File: config.mk
export PLATFORM = sky130hd
export DESIGN_NAME = pipeline_hazard_ctrl
export DESIGN_NICKNAME = d
export VERILOG_FILES = /design/src/rtl/pipeline_hazard_ctrl.sv
export SDC_FILE = /design/constraint.sdc
export NUM_CORES = 1
export LEC_CHECK = 0
export CORE_MARGIN = 2
export CORE_UTILIZATION = 30
export DETAILED_ROUTE_END_ITERATION = 10
export PLACE_DENSITY = 0.84
export SYNTH_ARGS = -nofsm -noshare
export SYNTH_HDL_FRONTEND = slang
export SYNTH_SLANG_ARGS = --single-unit
File: constraint.sdc
create_clock -name clk -period 5.27 [get_ports clk]
set_clock_uncertainty 0.2 [all_clocks]
set_input_delay 1.3175 -clock clk [delete_from_list [all_inputs] [get_ports clk]]
set_output_delay 1.3175 -clock clk [all_outputs]
set_load 0.03 [all_outputs]
File: src/rtl/pipeline_hazard_ctrl.sv
// Hazard/sequencing controller for the 5-stage MIPS pipeline: forwarding, load-use and
// branch-operand stalls, jump/branch flush, and debug halt. PERF_COUNTERS_EN enables the counters.
module pipeline_hazard_ctrl #(
    parameter int STALL_CYCLES = 1,
    parameter int CNT_W        = 16
) (
    input  logic             clk,
    input  logic             rst,
    input  logic [4:0]       id_rs,
    input  logic [4:0]       id_rt,
    input  logic             id_uses_rt,
    input  logic             id_branch,
    input  logic             id_equal,
    input  logic             id_jump,
    input  logic [4:0]       ex_rs,
    input  logic [4:0]       ex_rt,
    input  logic [4:0]       ex_dst,
    input  logic             ex_mem_read,
    input  logic             ex_reg_write,
    input  logic [4:0]       mem_rd,
    input  logic             mem_reg_write,
    input  logic [4:0]       wb_rd,
    input  logic             wb_reg_write,
    input  logic             halt_req,
    output logic             pc_write,
    output logic             if_id_write,
    output logic             hazard_sel,
    output logic             if_id_flush,
    output logic [1:0]       pc_src,
    output logic [1:0]       fwd_a,
    output logic [1:0]       fwd_b,
    output logic             halt_ack,
    output logic [CNT_W-1:0] stall_count,
    output logic [CNT_W-1:0] flush_count
);

    typedef enum logic [1:0] {RUN, STALL, HALT} state_t;

    // First bubble is issued from RUN, the remainder from STALL.
    localparam logic [2:0] LOAD_CNT = 3'(STALL_CYCLES - 1);

    state_t     state;
    logic [2:0] stall_cnt;
    logic       lu, bh;

    function automatic logic [1:0] fwd_sel(input logic [4:0] r,
                                           input logic mw, input logic [4:0] md,
                                           input logic ww, input logic [4:0] wd);
        if (mw && md != 5'd0 && md == r)      return 2'b01;
        else if (ww && wd != 5'd0 && wd == r) return 2'b10;
        else                                  return 2'b00;
    endfunction

    function automatic logic hit(input logic [4:0] r,
                                 input logic ew, input logic [4:0] ed,
                                 input logic mw, input logic [4:0] md);
        return (r != 5'd0) && ((ew && ed == r) || (mw && md == r));
    endfunction

    always_comb begin
        fwd_a = 2'b00;
        fwd_b = 2'b00;
        if (!rst) begin
            fwd_a = fwd_sel(ex_rs, mem_reg_write, mem_rd, wb_reg_write, wb_rd);
            fwd_b = fwd_sel(ex_rt, mem_reg_write, mem_rd, wb_reg_write, wb_rd);
        end
    end

    assign lu = ex_mem_read && (ex_dst != 5'd0) &&
                ((ex_dst == id_rs) || (id_uses_rt && ex_dst == id_rt));
    assign bh = id_branch &&
                (hit(id_rs, ex_reg_write, ex_dst, mem_reg_write, mem_rd) ||
                 hit(id_rt, ex_reg_write, ex_dst, mem_reg_write, mem_rd));

    // Outputs must react to hazards in the same cycle, so they decode state + inputs.
    always_comb begin
        pc_write    = 1'b0;
        if_id_write = 1'b0;
        hazard_sel  = 1'b0;
        if_id_flush = 1'b0;
        pc_src      = 2'b00;
        halt_ack    = 1'b0;
        if (!rst) begin
            case (state)
                RUN: begin
                    if (!(lu || bh)) begin
                        pc_write    = 1'b1;
                        if_id_write = 1'b1;
                        hazard_sel  = 1'b1;
                        if (id_jump) begin
                            pc_src      = 2'b10;
                            if_id_flush = 1'b1;
                        end else if (id_branch && id_equal) begin
                            pc_src      = 2'b01;
                            if_id_flush = 1'b1;
                        end
                    end
                end
                HALT:    halt_ack = 1'b1;
                default: ;
            endcase
        end
    end

    always_ff @(posedge clk or posedge rst) begin
        if (rst) begin
            state     <= RUN;
            stall_cnt <= 3'd0;
        end else begin
            case (state)
                RUN: begin
                    if (lu) begin
                        stall_cnt <= LOAD_CNT;
                        if (LOAD_CNT != 3'd0) state <= STALL;
                    end else if (!bh && !if_id_flush && halt_req) begin
                        state <= HALT;
                    end
                end
                STALL: begin
                    stall_cnt <= stall_cnt - 3'd1;
                    if (stall_cnt == 3'd1) state <= RUN;
                end
                HALT: begin
                    if (!halt_req) state <= RUN;
                end
                default: state <= RUN;
            endcase
        end
    end

`ifdef PERF_COUNTERS_EN
    logic [CNT_W-1:0] stall_q, flush_q;

    always_ff @(posedge clk or posedge rst) begin
        if (rst) begin
            stall_q <= '0;
            flush_q <= '0;
        end else begin
            if (!hazard_sel && state != HALT && stall_q != '1) stall_q <= stall_q + CNT_W'(1);
            if (if_id_flush && flush_q != '1)                  flush_q <= flush_q + CNT_W'(1);
        end
    end

    assign stall_count = stall_q;
    assign flush_count = flush_q;
`else
    assign stall_count = '0;
    assign flush_count = '0;
`endif

endmodule

# Word-level counts from Yosys, hierarchy flattened
# Index checks and enable logic that the tools add are counted.
# Widths: inputs -> output; s select.
[word_totals] register_bits=5 input_bits=46 out_inout_bits=43 word_cells=82
[op_classes] n_addsub=1 n_eq_ne=16 n_mux=28 n_reduce_logical=35
[ops] op="$eq 5x5->1" n=8
[ops] op="$mux 2" n=14
[ops] op="$reduce_bool 5->1" n=5
[ops] op="$logic_and 1x1->1" n=19
[ops] op="$mux 1" n=11
[ops] op="$ne 2x2->1 const B" n=5
[ops] op="$pmux 2 s3" n=1
[ops] op="$pmux 3 s2" n=1
[ops] op="$logic_or 1x1->1" n=5
[ops] op="$reduce_and 4->1" n=1
[ops] op="$eq 3x1->1 const B" n=1
[ops] op="$mux 3" n=1
[ops] op="$sub 3x1->3 const B" n=1
[ops] op="$eq 2x1->1 const B" n=1
[ops] op="$eq 2x2->1 const B" n=1
[ops] op="$logic_not 1->1" n=2
[ops] op="$logic_not 2->1" n=1
[ops] op="$reduce_and 2->1" n=1
[ops] op="$reduce_bool 2->1" n=1

# Longest topological paths before layout
# Gate-level depths: netlist of the first run.
[depth] depth_word=16 ltp_mapped=8 mapped_depth_nobuf=6

# Worst setup path after synthesis of the first run
# Ideal clock, no wire load.
[synth_path] path_kind="input to output" from="input ex_dst[1]" to="output if_id_write" t_arrival_ns=3.503 t_required_ns=3.753 path_slack_ns=0.250 cell_stages=7 path_buffers=1 cell_sequence="or4_4 -> o21ai_2 -> a2111oi_1 -> a31oi_1 -> o311ai_2 -> nor3_1 -> buf_4"
[synth_between] elab_chain_len=10 elab_cells_between_ends=19 cone_classes="2 x eq/ne; 3 x mux; 14 x reduce/logical"
[synth_lines] item="from (decl)" line_no="17" source="input logic [4:0] ex_dst,"
[synth_lines] item="$eq 5x5->1" line_no="57, 70"
[synth_lines] item="$logic_and 1x1->1" line_no="57" source="return (r != 5'd0) && ((ew && ed == r) || (mw && md == r));"
[synth_lines] item="$logic_or 1x1->1" line_no="57"
[synth_lines] item="$logic_and 1x1->1" line_no="57"
[synth_lines] item="$logic_or 1x1->1" line_no="72" source="(hit(id_rs, ex_reg_write, ex_dst, mem_reg_write, mem_rd) ||"
[synth_lines] item="$logic_and 1x1->1" line_no="71" source="assign bh = id_branch &&"
[synth_lines] item="$logic_or 1x1->1 (*)" line_no="86" source="if (!(lu || bh)) begin"
[synth_lines] item="$mux 1 (*) (3 in a row)"
[synth_lines] item="to (decl)" line_no="26" source="output logic if_id_write,"
# Mark *: on every way between the ends. The rest lies on a longest branch, timed or not.

# Final worst setup path of the first run
[layout_path] from="input ex_dst[1]" to="output pc_write"
[layout_between] elab_chain_len=10 elab_cells_between_ends=19 cone_classes="2 x eq/ne; 3 x mux; 14 x reduce/logical"
[layout_lines] item="$eq 5x5->1" line_no="57, 70"
[layout_lines] item="$logic_and 1x1->1" line_no="57"
[layout_lines] item="$logic_or 1x1->1" line_no="57"
[layout_lines] item="$logic_and 1x1->1" line_no="57"
[layout_lines] item="$logic_or 1x1->1" line_no="72"
[layout_lines] item="$logic_and 1x1->1" line_no="71"
[layout_lines] item="$logic_or 1x1->1 (*)" line_no="86"
[layout_lines] item="$mux 1 (*)" line_no="86"
[layout_lines] item="$mux 1 (*)" line_no="84" source="case (state)"
[layout_lines] item="$mux 1 (*)" line_no="83" source="if (!rst) begin"
[layout_lines] item="to (decl)" line_no="25" source="output logic pc_write,"
# Marks and branches as above.

==> metrics list, run 1 <==
* Status: finished, final reports clean
* Register bank with the most flops: state
- Leakage power: about 0.00054 uW
- At the worst endpoint, the required time is approximately 3.8 ns.
* Seq cells post-synth: 1
* Total negative slack: 0 ns
- Via count of the first global-routing pass: just under 900
- After synthesis the cells add up to between 900 and 1000 sq um.
- Total Routed Length: around 2400 microns
* Final setup viols: 0
* Effective utilization at floorplan: 0.316
- During synthesis, Yosys emitted a total of 0 warnings.
- After clock tree synthesis, the clock-pin slew on the worst setup and hold paths is 0 ns.
- In the final layout, the registers with the most flip-flops are state x1.
* Core area: 3080 sq um
- CP startpoint: ex_dst[1]
- Worst hold-check path type: reg -> reg
- Layout-stage area growth over the synthesis result: 46.2%
- Placed wire-length estimate after detailed placement: between 2000 and 2500 microns
- After detailed routing, the average wire length per cell comes to between 10 and 15 microns.
* Layout net count: between 200 and 250
* Drt via density: 4.24
* Antenna Diode Count: 0
- The max-slew violation count was 0.
- The number of setup buffers added after CTS is 0.
- Buffers placed on the I/O ports in this run total between 50 and 60.
* Syn Area/Cell: about 7.5 sq um
* Std-Cell Rows: 20
- Routability-driven placement finished with a final weighted congestion of ~0.9.
- Setup slack on the worst reg-to-reg path comes out at ~4.2 ns.
* RSZ-0062 raised after global routing: false
- Post-CTS Hold Fix Bufs: 0
- The number of antenna violations at the first check in global routing is 0.
- Data arrival time at the worst-slack endpoint: around 3.5 ns
- Peak VDD IR: around 0.034 mV
- The filler cells instantiated in the layout total approximately 320.
- Counting cells, the worst reg-to-reg path comes to 2.
- Total global routing track utilization: 0.126
- Fraction of layout cells with a size suffix above 1: 0.0955
- The number of endpoints with negative hold slack in the final report came to 0.
- Startpoint-to-endpoint class of the critical path: in -> out
- Number of enable-type register cells in the synthesized netlist: 0
- Synth top area share: 0.263
- Startpoint of the worst-slack reg-to-reg timing path: state[1]
- Share of the core filled with cells: 0.462
* Async set-reset flop share out of synthesis: 1.00
- In the post-synthesis netlist, the cell with the most instances is sky130_fd_sc_hd__buf_4.
- Of all nets on the critical path, the largest fanout is 5.
- The synthesized design spends more area on one cell type than any other, namely sky130_fd_sc_hd__buf_4.
- Derived from the worst setup path, the maximum achievable clock frequency is between 150 and 200 MHz.
* Reg-to-Reg End: state[1]
* Ratio of total power to cell area: 102 nW/um^2
- The cell count after synthesis came out at approximately 130.
* Dominant register cell in the synthesized netlist: sky130_fd_sc_hd__dfrtp_1
- STA classifies the critical path endpoint as a primary output.
- Post-route antenna net violation count: 0
- The die is around 61 microns wide.
- Global-route wire length before repair: around 3700 microns
- Post-synthesis sequential area ratio: 0.0257
- Number of distinct standard cells referenced by the synthesized netlist: 30
- Max-cap violations: 0
- Worst hold slack: approximately 0.43 ns
- After layout, the design draws a total of 145 uW.
- From bottom edge to top edge, the die measures 60.9 microns.
* Pin count of the biggest net entering global routing: 10
* Min-Delay Startpoint: state[1]
* Ranking of synthesized cells by instance count: 34 x sky130_fd_sc_hd__buf_4, 24 x sky130_fd_sc_hd__xnor2_1, 16 x sky130_fd_sc_hd__xor2_1
- After layout, the minimum clock period comes to between 5 and 6 ns.
* DR pass1 iterations: 4
- Die area: roughly 3700 sq um
- Summing over every cut layer, the via total after detailed routing is ~940.
- Post_cts resized: 0
- Of the available clock period, the critical path in the final layout requires 0.960.
* # IOs: slightly below 90
* Hold Path Cell Cnt: 2
* Number of DRC markers in iteration 0: 8
* Latest clock arrival within the worst-skew pair: 0 ns
* Crit path launch type: primary input
- Hold EP: state[1]
- Cell area after layout: about 1400 sq um
- For this run, design rule violations remaining after detail routing come to 0.
- Total grt overflow: 0
- Flip-flop count of the largest register, all copies and words added: 1
- Dominant cells by area after synthesis: sky130_fd_sc_hd__buf_4 26%, sky130_fd_sc_hd__xnor2_1 22%, sky130_fd_sc_hd__xor2_1 14%
- In this run the cell area measured after placement is about 1400 sq um.
==> critical path: stages <==
cell	delay, ns
sky130_fd_sc_hd__clkdlybuf4s50_1	0.48
sky130_fd_sc_hd__or4_4	0.56
sky130_fd_sc_hd__o21ai_2	0.16
sky130_fd_sc_hd__a2111oi_1	0.10
sky130_fd_sc_hd__a31oi_1	0.18
sky130_fd_sc_hd__o311ai_2	0.20
sky130_fd_sc_hd__nor3_1	0.31
sky130_fd_sc_hd__buf_4	0.23
==> power by group <==
| group | total (uW) | internal [uW] | switching (uW) | leakage (uW) |
|---|---|---|---|---|
| registers | 9.70 | 8.49 | 1.20 | 0.0000122 |
| clock network | 0 | 0 | 0 | 0 |
| logic | 136 | 59.0 | 76.7 | 0.000528 |
==> how the worst max path moves through the flow <==
stage | slack, ns | cells after the start | to
after floorplan | 0.25 | 7 | if_id_write
after global placement | 0.27 | 8 | if_id_write
after detailed placement | 0.18 | 8 | pc_write
after CTS | 0.19 | 8 | pc_write
after global routing | 0.09 | 8 | pc_write
final | 0.21 | 8 | pc_write
==> placed cells by master (no fill, tap or decap), drive strengths merged <==
| master | synthesis | final |
|---|---|---|
| clkdlybuf4s50 | 0 | 48 |
| o311ai | 1 | 1 |
| nand3 | 6 | 6 |
| nand4 | 1 | 1 |
| nand4b | 1 | 1 |
| nor4 | 7 | 7 |
| inv | 2 | 2 |
| o31ai | 1 | 1 |
| o22ai | 1 | 1 |
| nand3b | 1 | 1 |
| conb | 1 | 32 |
| a31oi | 1 | 1 |
| nand2 | 4 | 4 |
| or4 | 6 | 6 |
| a21oi | 2 | 2 |
| xnor2 | 24 | 24 |
| nor2 | 2 | 2 |
| nor4b | 1 | 1 |
| dfrtp | 1 | 1 |
| a2111oi | 1 | 1 |
| xor2 | 16 | 16 |
| o211ai | 2 | 2 |
| buf | 34 | 10 |
| nor3 | 4 | 4 |
| o21ai | 3 | 3 |
==> cell families (layout without fill, tap and decap cells) <==
kind of cell / after synthesis / after routing / share of synthesized area
other: 1 / 32 / 0.00386
AOI/OAI and AO/OA: 12 / 12 / 0.0978
xor gates and xnor gates: 40 / 40 / 0.360
and+or+nand+nor: 33 / 33 / 0.219
buffers and inverters: 42 / 60 / 0.293
DFF: 1 / 1 / 0.0257
==> layer usage <==
metal / global-route usage / share of wire / vias up / routed length [microns]
li1: - / - / 477 / -
met3: 0.00213 / 0.068 / 0 / 160
met4: 0 / 0 / 0 / 0
met1: 0.163 / 0.41 / 416 / 971
met2: 0.244 / 0.52 / 49 / 1230
met5: 0 / 0 / - / 0
==> final cells by class <==
type                       instances  area [sq um]  area share
timing repair buffer              58           556       0.391
multi-input combinational        117           778       0.548
tap                               44          55.1      0.0387
inverter                           2          7.51     0.00528
sequential                         1          25.0      0.0176
==> metrics by stage <==
stage | instances | setup slack (ns)
2_1_floorplan | 160 | 0.250
3_3_place_gp | 222 | 0.275
3_5_place_dp | 222 | 0.185
4_1_cts | 222 | 0.186
5_1_grt | 222 | 0.0872
6_report | 222 | 0.209
Note: power is estimated with default switching activity, not from simulation.
==> inputs of run 2 (changes only) <==
GPL_TIMING_DRIVEN = 0   (was unset)
==> metrics list, run 2 (synthesis gave the netlist of run 1 again) <==
- Total global routing track utilization: 0.137
* Wirelength per Cell: around 10 microns
* Leakage power: 0.000692 uW
- Among all stages on the critical path, the largest delay is contributed by sky130_fd_sc_hd__clkdlybuf4s50_1.
* # IOs: between 80 and 90
- Routability-driven placement finished with a final weighted congestion of approximately 0.79.
- Global routing finished with a remaining overflow of 0.
* Antenna Diode Count: 0
- Reg-to-Reg End: state[1]
- The worst setup path is of the in -> out kind.
- The worst hold path was traced through 2 stages.
- The routed design could run at a clock period as short as 5.11 ns.
- Most frequent cells in the layout: 44 x sky130_fd_sc_hd__clkdlybuf4s50_1, 35 x sky130_fd_sc_hd__buf_4, 32 x sky130_fd_sc_hd__conb_1
* Number of DRC markers in iteration 0: 43
* Buffers inserted during post-CTS setup optimization: 0
- Global-route wire length before repair: just over 4000 microns
- Headroom to the max-slew limit came out at 0.650.
- Status: finished, final reports clean
- Std-Cell Rows: 20
* Ratio of total power to cell area: ~99 nW/um^2
- The startpoint identified for the worst register-to-register timing path is state[1].
- Together, buffers and inverters on the worst path number 2.
- Peak per-stage delay on the critical path: around 0.76 ns
- Ranked by flip-flop count, first place goes to state.
- The number of global-route vias before repair came to ~950.
* Critical path endpoint category: primary output
- Hold EP: state[1]
- After clock tree synthesis, the clock-pin slew on the worst setup and hold paths is 0 ns.
- CP startpoint: wb_rd[2]
- DR pass1 iterations: 4
* Share of the core filled with cells: 0.527
* Total count of max-transition violations in the final report: 0
- Cell area after layout: 1620 sq um
- Ordered list of cells on the worst path: clkdlybuf4s50_1 -> or4_1 -> o211ai_1 -> or4_1 -> nor4_1 -> clkdlybuf4s50_1
- Setup slack on the worst reg-to-reg path comes out at just over 4 ns.
* Max-cap violations: 0
- The largest registers in the layout are state x1.
- Of the available clock period, the critical path in the final layout requires 0.970.
* Crit path launch type: primary input
* Post-route antenna net violation count: 0
- The worst hold path belongs to the class reg -> reg.
- Setup violations remaining at the end of the flow were counted as 0.
* Fraction of layout cells with a size suffix above 1: 0.229
- Port buffering added 50 buffers.
* Layout-stage area growth over the synthesis result: 66.8%
* Data arrival time at the worst-slack endpoint: approximately 3.6 ns
- Placed Instance Area: approximately 1600 sq um
* Effective utilization at floorplan: 0.316
* Flip-flop count of the largest register, all copies and words added: 1
- For this run, the top clock speed supported by timing is 196 MHz.
* Most common cell after layout, fill and taps aside: sky130_fd_sc_hd__clkdlybuf4s50_1
* Placed wire-length estimate after detailed placement: roughly 2400 microns
- IR analysis of the VDD net gives a maximum drop of between 0.05 and 0.06 mV.
* Vias: 1041
* Filler cell count: 311
- Drt via density: between 4 and 5
- At the worst endpoint, the required time is ~3.8 ns.
* Number of DRC violations after detailed routing: 0
- Largest fanout of any net on the critical path: 3
- Post-CTS Hold Fix Bufs: 0
- Setup repair after global routing left no endpoint under its margin.
* Hold violation count in the final report: 0
* Latest clock arrival within the worst-skew pair: 0 ns
* Total Routed Length: 2540 microns
* Worst Reg2Reg Path Length in Cells: 2
- The startpoint identified for the worst hold timing path is state[1].
- The die covers approximately 3700 sq um.
* Core area: slightly above 3000 sq um
* Layout net count: between 200 and 300
- Height of the die: between 60 and 70 microns
- For the pin with the worst max-slew slack, the measured transition is 0.523 ns.
* CP delay by family, top: buffers and inverters
- The floorplan step set the die width to between 60 and 70 microns.
- Antenna violations before repair: 0
- Entering global routing, the biggest net connects 10 pins.
-- run 2: cell count changes in the layout (fill, tap and decap cells not counted) --
cell                              previous run  this run
sky130_fd_sc_hd__clkbuf_2                    0         5
sky130_fd_sc_hd__clkdlybuf4s50_1            48        44
sky130_fd_sc_hd__nor3_1                      4         3
sky130_fd_sc_hd__buf_4                      10        35
sky130_fd_sc_hd__clkbuf_1                    0         6
sky130_fd_sc_hd__nor3_2                      0         1
-- run 2: cell type report --
| type | instances | area (sq um) | area share |
|---|---|---|---|
| multi-input combinational | 117 | 783 | 0.483 |
| sequential | 1 | 25.0 | 0.0154 |
| inverter | 2 | 7.51 | 0.00463 |
| timing repair buffer | 50 | 473 | 0.292 |
| buffer | 40 | 278 | 0.171 |
| tap | 44 | 55.1 | 0.0340 |
-- run 2: layer usage --
layer,wire length (microns),global-route usage
met2,1290,0.272
met1,1010,0.171
met3,240,0.00853
met4,0,0
met5,0,0
-- run 2: worst max path at each step --
stage	to	slack, ns	cells after the start
floorplan	if_id_write	0.25	7
CTS	pc_src[1]	0.02	8
detailed placement	if_id_write	-0.42	9
global placement	pc_write	-0.35	9
finish	fwd_a[1]	0.16	6
global route	pc_write	0.001	9
-- run 2: per-stage QoR --
step	TNS, ns	total power [uW]	setup WS [ns]	hold WS, ns	std cells
after floorplan	0	110	0.250	0.392	160
after CTS	0	161	0.0200	0.452	254
after global placement	-1.62	161	-0.355	0.430	254
final	0	161	0.161	0.450	254
after detailed placement	-1.79	163	-0.415	0.441	254
after global routing	0	173	0.00134	0.486	254
-- run 2: worst min-delay path, cell delays in order (launching register included) --
cell	delay, ns
sky130_fd_sc_hd__dfrtp_1	0.43
sky130_fd_sc_hd__inv_1	0.10
sky130_fd_sc_hd__a21oi_1	0.07
-- run 2: report_power, final --
part           internal (uW)  leakage [uW]  switching (uW)
combinational           71.3      0.000680            79.7
sequential              8.49     0.0000122            1.33
clock                      0             0               0
-- run 2: timing repair --
item | in CTS | in global routing
hold endpoints to repair | 0 | 0
setup endpoints to repair | 6 | 5
cloned | 0 | 0
gates resized for setup | 9 | 12
==> inputs of run 3 (changes only) <==
PLACE_DENSITY = 0.79   (was 0.84)
==> metrics list, run 3 (synthesis gave the netlist of run 1 again) <==
- Vias: approximately 1000
* Leakage power: about 0.00069 uW
* Wirelength per Cell: between 9 and 10 microns
* Layout net count: 258
* Count of buffering cells on the critical path with inverters included: 3
* # IOs: roughly 90
* Total global routing track utilization: 0.134
- VDD sags by at most between 0.04 and 0.05 mV.
* RSZ-0062 raised after global routing: true
- Final period demand of the worst path: a little over 5 ns
- Summed over all nets, wire length on met2 after detailed routing comes to between 1000 and 1500 microns.
* Share of power burned in registers: 0.061
* DR pass1 iterations: 4
* Final setup viols: 0
- After detailed placement, the design holds a cell count of 254.
- Of the total power, combinational logic draws 0.939.
* Fraction of layout cells with a size suffix above 1: 0.229
- Antenna violations before repair: 0
- Latest clock arrival within the worst-skew pair: 0 ns
* Last weighted congestion value of the routability-driven placer: ~0.76
- Worst hold-check path type: reg -> reg
- The max-slew violation count was 0.
- Switch share: 0.505
- On the critical path, the stage with the largest delay is an instance of sky130_fd_sc_hd__or4_4.
* Core area: around 3100 sq um
- From left edge to right edge, the die measures between 60 and 70 microns.
- Entering global routing, the biggest net connects 10 pins.
- Number of DRC markers in iteration 0: 22
- Hold violation count in the final report: 0
- The number of global-route vias before repair is 952.
- STA puts the critical path data arrival time at 3.59 ns.
- Dividing the detail-routed via count by the number of cells gives roughly 4.0.
- Ordered list of cells on the worst path: clkdlybuf4s50_1 -> or4_4 -> o21ai_2 -> a2111oi_1 -> a31oi_1 -> o311ai_2 -> nor3_2 -> buf_4 -> clkbuf_2
* Top sig layer: met3
- The detail route stage leaves a number of antenna-violating nets equal to 0.
- The die is about 61 microns tall.
* Std-Cell Rows: 20
* Peak per-stage delay on the critical path: 0.56 ns
* Number of DRC violations after detailed routing: 0
- Global routing finished with a remaining overflow of 0.
- The largest registers in the layout are state x1.
- The tool flagged a number of max-cap violations equal to 0.
* Register bank with the most flops: state
- For the worst setup path, the data required time is ~3.8 ns.
- Slew at the pin with the worst max-slew slack: between 0.5 and 0.6 ns
- STA classifies the critical path startpoint as a primary input.
- Most frequent cells in the layout: 44 x sky130_fd_sc_hd__clkdlybuf4s50_1, 35 x sky130_fd_sc_hd__buf_4, 32 x sky130_fd_sc_hd__conb_1
- The detailed router put a total of between 1000 and 1500 microns of wire on met1.
- Fmax: 196 MHz
- Remaining max-slew budget at the tightest pin: 0.652
* Total Routed Length: about 2500 microns
* Critical path endpoint category: primary output
- Worst hold slack: about 0.45 ns
- Clock-pin slew was measured on the worst setup and hold paths at 0 ns.
* Die area: between 3000 and 4000 sq um
- In this run the worst path has a maximum fanout of 5.
* Port-buffer cells: 50
- Pre-CTS setup slack: -0.391 ns
* Startpoint-to-endpoint class of the critical path: in -> out
- Layout-stage area growth over the synthesis result: 66.8%
- Flip-flop count of the largest register, all copies and words added: 1
- Met3 wire len: approximately 220 microns
- Share of the core filled with cells: 0.527
- Internal portion of total power: 79.8 uW
* Global-route wire length before repair: between 3000 and 4000 microns
- The repair_antennas step left the layout with diodes totalling 0.
- Buffers inserted to repair hold after CTS numbered 0.
* Clock network fraction of total power: 0
- The library cell used most frequently in the layout, excluding fill and tap cells, is sky130_fd_sc_hd__clkdlybuf4s50_1.
- The flow ran to the end, and the final reports show no timing, DRC or antenna violations.
- Ratio of final minimum period to clock period: 0.970
- Non-filler instance count after layout: approximately 250
- Dividing total power by cell area gives a power density of about 99 nW/um^2.
* Worst Slack Setup Final: between 0.15 and 0.2 ns
- R2R setup slack: ~4.2 ns
- Placed wire-length estimate after detailed placement: between 2000 and 2500 microns
* CP delay by family, top: buffers and inverters
- Summed over all nets, the switching power comes to around 81 uW.
- For this configuration, the core starts out at a cell density of 0.316.
## run 3: cell type report
cell class,instances,area (sq um)
plain buffers,40,278
multi-input cells,117,783
repair buffers,50,473
well taps,44,55.1
inverters,2,7.51
fillers,304,1460
flip-flops and latches,1,25.0
## run 3: final timing paths
| check | start | endpoint | cells past startpoint |
|---|---|---|---|
| worst max-delay path | ex_dst[1] | pc_write | 9 |
| worst min-delay path | state[1] | state[1] | 2 |
| worst max register to register | state[1] | state[1] | 2 |
| worst min register to register | state[1] | state[1] | 2 |
| max in group asynchronous | rst | state[1] | 2 |
| min in group asynchronous | rst | state[1] | 2 |
## run 3: worst reg2reg max path: stages (launching register included)
cell and delay (ns):
sky130_fd_sc_hd__dfrtp_1 0.43, sky130_fd_sc_hd__o31ai_1 0.26, sky130_fd_sc_hd__a21oi_1 0.07
## run 3: timing repair
action / in CTS / in global routing
setup endpoints to repair: 6 / 5
setup buffers: 0 / 0
resized for setup: 9 / 12
## run 3: routing by layer
metal | vias up | GRT usage
li1 | 543 | -
met5 | - | 0
met1 | 434 | 0.177
met3 | 0 | 0.00640
met2 | 46 | 0.253
met4 | 0 | 0
## run 3: power groups by stage
| stage | Combinational (uW) | Clock [uW] | Sequential (uW) |
|---|---|---|---|
| floorplan | 100 | 0 | 9.50 |
| global placement | 151 | 0 | 9.72 |
| detailed placement | 153 | 0 | 9.76 |
| CTS | 151 | 0 | 9.88 |
| global route | 163 | 0 | 9.91 |
| finish | 151 | 0 | 9.84 |
## run 3: through the flow
stage / setup TNS, ns / instance area, sq um / power, uW
2_1_floorplan: 0 / 1090 / 110
3_3_place_gp: -1.75 / 1640 / 161
6_report: 0 / 1620 / 161
4_1_cts: 0 / 1640 / 161
3_5_place_dp: -1.76 / 1640 / 162
5_1_grt: -0.00349 / 1620 / 173
